$ cat src/rtl/mode_sequencer_n_if.sv
// mode_sequencer_n_if: switch/button inputs, source display words and sequencer status outputs
interface mode_sequencer_n_if #(
  parameter int N_MODES = 5,
  parameter int DISP_W  = 20
);
  logic [N_MODES-1:0] mode_sw;
  logic               help_sw;
  logic               demo_sw;
  logic               any_btn;
  logic               err_in;
  logic               err_ack;
  logic [DISP_W-1:0]  hello_disp;
  logic [DISP_W-1:0]  edit_disp;
  logic [DISP_W-1:0]  help_disp;
  logic [1:0]         kind;
  logic [3:0]         mode;
  logic [3:0]         help_page;
  logic               err_active;
  logic               timeout;
  logic [DISP_W-1:0]  disp;
  modport master (
    output mode_sw, help_sw, demo_sw, any_btn, err_in, err_ack, hello_disp, edit_disp, help_disp,
    input  kind, mode, help_page, err_active, timeout, disp
  );
  modport slave (
    input  mode_sw, help_sw, demo_sw, any_btn, err_in, err_ack, hello_disp, edit_disp, help_disp,
    output kind, mode, help_page, err_active, timeout, disp
  );
endinterface

$ cat src/rtl/mode_sequencer_n.sv
// mode_sequencer_n: HELLO/EDIT/HELP/DEMO sequencer with error latch, idle timeout and display mux
module mode_sequencer_n #(
  parameter int                N_MODES     = 5,
  parameter int                DISP_W      = 20,
  parameter logic [31:0]       IDLE_CYC    = 32'd500_000_000,
  parameter logic [DISP_W-1:0] ERR_PATTERN = {5'd31, 5'd14, 5'd25, 5'd25}
) (
  input logic               clk,
  input logic               rst,
  mode_sequencer_n_if.slave bus
);
  typedef enum logic [1:0] {HELLO, EDIT, HELP, DEMO} kind_t;
  kind_t              st, nxt;
  logic [3:0]         hi, mode, help_page;
  logic               any_mode, act, to, err, tmo;
  logic [N_MODES+1:0] sw_q;
  logic [31:0]        idle;
  logic [DISP_W-1:0]  disp;
  always_comb begin
    hi = '0;
    for (int i = 0; i < N_MODES; i++) if (bus.mode_sw[i]) hi = 4'(i);
  end
  assign any_mode = |bus.mode_sw;
  assign act = bus.any_btn | ({bus.mode_sw, bus.help_sw, bus.demo_sw} != sw_q);
  assign to  = (IDLE_CYC != 0) && (st != HELLO) && (idle == IDLE_CYC - 32'd1) && !act;
  // Timeout overrides every ordinary transition.
  always_comb begin
    nxt = st;
    if (to) nxt = HELLO;
    else case (st)
      HELLO:   nxt = (bus.any_btn | any_mode) ? EDIT : bus.help_sw ? HELP : bus.demo_sw ? DEMO : HELLO;
      DEMO:    nxt = (bus.any_btn | any_mode) ? EDIT : bus.help_sw ? HELP : DEMO;
      HELP:    nxt = (!bus.help_sw && bus.demo_sw) ? DEMO : (!bus.help_sw && any_mode) ? EDIT : HELP;
      default: nxt = bus.help_sw ? HELP : bus.demo_sw ? DEMO : EDIT;
    endcase
  end
  always_ff @(posedge clk) begin
    sw_q <= {bus.mode_sw, bus.help_sw, bus.demo_sw};
    if (rst) begin
      st        <= HELLO;
      mode      <= '0;
      help_page <= '0;
      err       <= 1'b0;
      tmo       <= 1'b0;
      disp      <= '0;
      idle      <= '0;
    end else begin
      st  <= nxt;
      tmo <= to;
      if (nxt == EDIT) mode <= hi;
      if (st == HELP && bus.help_sw)
        help_page <= bus.demo_sw ? 4'(N_MODES + 1) : any_mode ? hi + 4'd1 : 4'd0;
      err  <= (st != EDIT || nxt != EDIT) ? 1'b0 : (bus.err_in && !err) ? 1'b1 : bus.err_ack ? 1'b0 : err;
      idle <= (act || nxt != st || st == HELLO) ? 32'd0 : (idle == IDLE_CYC) ? idle : idle + 32'd1;
      disp <= st == HELLO ? bus.hello_disp : st == EDIT ? (err ? ERR_PATTERN : bus.edit_disp) :
              st == HELP ? bus.help_disp : bus.edit_disp;
    end
  end
  assign bus.kind       = st;
  assign bus.mode       = mode;
  assign bus.help_page  = help_page;
  assign bus.err_active = err;
  assign bus.timeout    = tmo;
  assign bus.disp       = disp;
endmodule
$ cat src/flat_wrapper.sv
// flat-port wrapper written by rule: the top's interface ports become plain ports
module mode_sequencer_n_flat 
#(
  parameter int                N_MODES     = 5,
  parameter int                DISP_W      = 20,
  parameter logic [31:0]       IDLE_CYC    = 32'd500_000_000,
  parameter logic [DISP_W-1:0] ERR_PATTERN = {5'd31, 5'd14, 5'd25, 5'd25}
)
  (clk, rst, bus_mode_sw, bus_help_sw, bus_demo_sw, bus_any_btn, bus_err_in, bus_err_ack, bus_hello_disp, bus_edit_disp, bus_help_disp, bus_kind, bus_mode, bus_help_page, bus_err_active, bus_timeout, bus_disp);
  mode_sequencer_n_if #(.N_MODES(N_MODES), .DISP_W(DISP_W)) bus_i ();
  input logic clk;
  input logic rst;
  input wire logic [$bits(bus_i.mode_sw)-1:0] bus_mode_sw;
  input wire logic [$bits(bus_i.help_sw)-1:0] bus_help_sw;
  input wire logic [$bits(bus_i.demo_sw)-1:0] bus_demo_sw;
  input wire logic [$bits(bus_i.any_btn)-1:0] bus_any_btn;
  input wire logic [$bits(bus_i.err_in)-1:0] bus_err_in;
  input wire logic [$bits(bus_i.err_ack)-1:0] bus_err_ack;
  input wire logic [$bits(bus_i.hello_disp)-1:0] bus_hello_disp;
  input wire logic [$bits(bus_i.edit_disp)-1:0] bus_edit_disp;
  input wire logic [$bits(bus_i.help_disp)-1:0] bus_help_disp;
  output wire logic [$bits(bus_i.kind)-1:0] bus_kind;
  output wire logic [$bits(bus_i.mode)-1:0] bus_mode;
  output wire logic [$bits(bus_i.help_page)-1:0] bus_help_page;
  output wire logic [$bits(bus_i.err_active)-1:0] bus_err_active;
  output wire logic [$bits(bus_i.timeout)-1:0] bus_timeout;
  output wire logic [$bits(bus_i.disp)-1:0] bus_disp;
  assign bus_i.mode_sw = bus_mode_sw;
  assign bus_i.help_sw = bus_help_sw;
  assign bus_i.demo_sw = bus_demo_sw;
  assign bus_i.any_btn = bus_any_btn;
  assign bus_i.err_in = bus_err_in;
  assign bus_i.err_ack = bus_err_ack;
  assign bus_i.hello_disp = bus_hello_disp;
  assign bus_i.edit_disp = bus_edit_disp;
  assign bus_i.help_disp = bus_help_disp;
  assign bus_kind = bus_i.kind;
  assign bus_mode = bus_i.mode;
  assign bus_help_page = bus_i.help_page;
  assign bus_err_active = bus_i.err_active;
  assign bus_timeout = bus_i.timeout;
  assign bus_disp = bus_i.disp;
  mode_sequencer_n #(.N_MODES(N_MODES), .DISP_W(DISP_W), .IDLE_CYC(IDLE_CYC), .ERR_PATTERN(ERR_PATTERN)) u_core (.clk(clk), .rst(rst), .bus(bus_i));
endmodule
$ cat config.mk
export PLATFORM = sky130hd
export DESIGN_NAME = mode_sequencer_n_flat
export DESIGN_NICKNAME = d
export VERILOG_FILES = /design/src/rtl/mode_sequencer_n_if.sv /design/src/rtl/mode_sequencer_n.sv /design/src/flat_wrapper.sv
export SDC_FILE = /design/constraint.sdc
export NUM_CORES = 1
export LEC_CHECK = 0
export ABC_AREA = 1
export CORE_MARGIN = 4
export CORE_UTILIZATION = 57
export CTS_CLUSTER_SIZE = 8
export DETAILED_ROUTE_END_ITERATION = 16
export DONT_BUFFER_PORTS = 1
export HOLD_SLACK_MARGIN = 0.02
export PLACE_DENSITY = 0.79
export SLEW_MARGIN = 0
export SYNTH_ARGS = -nofsm -noshare
export SYNTH_HDL_FRONTEND = slang
export SYNTH_SLANG_ARGS = --single-unit
export TNS_END_PERCENT = 10
$ cat constraint.sdc
create_clock -name clk -period 1.6 [get_ports clk]
set_input_delay 0.32 -clock clk [delete_from_list [all_inputs] [get_ports clk]]
set_output_delay 0.32 -clock clk [all_outputs]
set_load 0.1 [all_outputs]
==> results.md <==
* PnR worst setup slack at -0.4765 ns
* Yosys top cell by area: dfxtp_1
* Yosys warning total at 0
* Sw Share at 45.31%
* Peak Freq at 481.6 MHz
* Number of synthesized flops with an enable pin at 0
* DP HPWL at 8410 um
* Routed WL at 13410 um
* Nets at 768
* Flop pwr share at 31.9%
* WP data required at 1.85 ns
* Launching point of the worst reg2reg path: u_core.idle[1]
* Worst Skew at 0.008389 ns
* GP Congestion at 0.9525
* Chip width at 89.96 um
* Crit path kind: reg2reg
* Multi-input combinational cell area at 2205 sq um
* Register area share after synthesis at 36.60%
* Violated checks: negative setup slack
* Post-Place Cell Area at 4811 sq um
* Comb pwr share at 43.7%
* Synth Net Count at 641
* Ys flop type: dfxtp_1
* Layout area overhead at 38.46%
* # diodes at 0
* Final Hold Vio Count at 0
* Layout cells sized above 1 at 31.81%
* Async SR Flop Fraction at 0%
* Critical Path Stages at 13
* Crit-path max cell delay at 0.37 ns
* Die area at 8092 sq um
* Slew margin rel. at 63.88%
* Final Cell Area at 5301 sq um
* Post-route minimum period at 2.076 ns
* Internal at 0.003411 W
* Synth Instances at 566
* Slew Limit Fails at 0
* Yosys cell types at 31
* Antenna-violating nets left at 0
* Slew @ Worst Pin at 0.5369 ns
* Cell Chain, Critical Path: ha_4 > nand3_4 > nor3_4 > nand2_1 > nor2_1 > nand2_1 > nand2_2 > nor2_4 > nand2_2 > nand2_2 > nand2_4 > buf_8 > nor2_1
* DR WL/cell at 17.31 um
* Final core utilization at 82.54%
* FF+latch area at 1421 sq um
* Starting density of the core at 59.61%
* CP bufs+invs at 1
* CTS tree: done
* End of the critical path: u_core.idle[0]
* FF-to-FF End: u_core.idle[0]
* Post-synth top area share at 36.60%
* Worst-skew pair later-pin latency at 0.35 ns
* Vias post-DR at 4431
* IO Pins at 104
* Fillers at 353
* Die H at 89.96 um
* Clock Path Buffers at 2
* Htree depth at 3
* Dpl ws at -0.2347 ns
* Area of the mapped netlist at 3829 sq um
* Clock sinks at 70
* # DRC at 0
* Most frequent cell after synthesis: nand2_1
* Critical Path End Type: flip-flop
* Vias per Instance at 5.717
* Root Driver: clkbuf_8
* Antenna violations before repair at 0
* Setup TNS Final at -17.29 ns
* Max-Cap Viols at 0
* # rows at 29
* CP arrival at 2.33 ns
* # setup viols final at 50
* Clk pwr share at 24.4%
* Clock slew at reported path FFs at 0.08 ns
* Crit path launch type: flip-flop
* Core Area at 6422 sq um
* Grt ovf at 0
* Cts bufs inserted at 9
* IO buf count at 0
* Reg-to-reg slack, setup at -0.48 ns
* Initial DRC Count at 472
* First-pass GRT wire length at 19930 um
* RSZ-0062 raised after global routing: true
* Period utilization at 129.8%
* Crit path max-delay family: simple AND/OR/NAND/NOR gates
* VDD IR max at 1176 uV
* Vias in the first global route at 4352
* Commonest cells post-synth: nand2_1, inv_1, dfxtp_1
* Outcome: finished, violations left
* WHS Path Cells at 1
* Yosys reg bits at 70
* P_leak at 2.297 nW
* Pwr dens at 1177 nW/um^2
* R2R cell count at 13
* Largest net degree at the start of global routing at 23
* CP max stage cell: dfxtp_4
* CP Max Fanout at 8
* Post-Syn Area per Cell at 6.764 sq um
* Worst hold path class: in2reg
* Tot GR Track Use at 30.01%
* Router iterations before antenna repair at 5
* Psw at 0.002827 W
* CP most frequent cell: nand2_2
* Worst Setup SP: u_core.idle[1]
* Top cells by area, synth: dfxtp_1, nand2_1, inv_1
worst min-delay path by stage:
stage,from,endpoint,slack (ns)
after floorplan,bus_demo_sw,u_core.sw_q[0],0.35
after global placement,bus_mode_sw[0],u_core.sw_q[2],0.35
after detailed placement,bus_mode_sw[0],u_core.sw_q[2],0.35
after CTS,rst,u_core.bus.mode[1],0.02
after global routing,rst,u_core.bus.timeout,0.01
final,rst,u_core.bus.timeout,0.03
power groups by stage:
stage	combinational, W	clock [W]	sequential, W
floorplan	0.000757	0	0.00322
global placement	0.00252	0	0.00202
detailed placement	0.00257	0	0.00203
CTS	0.00264	0.00150	0.00199
global route	0.00285	0.00161	0.00200
finish	0.00273	0.00152	0.00199
final cells by class:
type	count	area share (%)
multi-input cells	403	41.59
flip-flops and latches	70	26.81
repair buffers	134	20.34
inverters	75	5.405
clock buffers	15	3.918
well taps	77	1.817
clock inverters	1	0.1180
routing by layer:
layer	vias to the layer above	track usage, %	wire length [um]	part of all wire, %
met5	-	0	0	0
met4	0	11.99	631	4.7
met3	63	8.932	1314	9.8
met2	286	54.14	6646	50
met1	2046	32.93	4821	36
li1	2036	-	-	-
stage by stage:
stage	std cells	hold WS (ns)	total power (W)
after floorplan	566	0.3477	0.003974
after global placement	743	0.3478	0.004540
after detailed placement	743	0.3478	0.004598
after CTS	772	0.02246	0.006131
after global routing	775	0.01105	0.006463
final	775	0.03122	0.006238
repair_timing:
item                                   CTS  global route
cloned                                   1             0
pin swaps                                9            12
gates resized for setup                 20            21
endpoints found under the hold margin    7             1
hold buffers                             7             1
setup endpoints to repair               49            54
setup buffers                            6             3
cell families after synthesis:
logic type	synth area share (%)
AO/OA/AOI/OAI	9.216
XOR/XNOR	7.091
adder cells (fa/ha/maj)	0.9805
buffers and inverters	9.869
flip-flops	36.60
other	0.09795
AND/OR/NAND/NOR	36.14
flip-flops by register name (all words and copies together) (netlist names):
signal,flops
u_core.bus.disp,20
u_core.bus.timeout,1
u_core.bus.mode,3
u_core.bus.kind,2
u_core.sw_q,7
u_core.idle,32
u_core.bus.help_page,4
u_core.bus.err_active,1
layout by cell type, fill, tap and decap left out, drive strengths merged:
| cell type | n |
|---|---|
| conb | 1 |
| nor4 | 2 |
| a21oi | 19 |
| ha | 3 |
| xor2 | 25 |
| and3 | 1 |
| dlygate4sd3 | 8 |
| nor2 | 97 |
| inv | 76 |
| nand2 | 132 |
| dfxtp | 70 |
| nand3 | 47 |
| a221oi | 2 |
| clkbuf | 15 |
| o21ai | 32 |
| nand4 | 9 |
| nand3b | 1 |
| nor3 | 16 |
| xnor2 | 6 |
| o32ai | 1 |
| o31ai | 9 |
| buf | 126 |
Note: power is estimated with default switching activity, not from simulation.
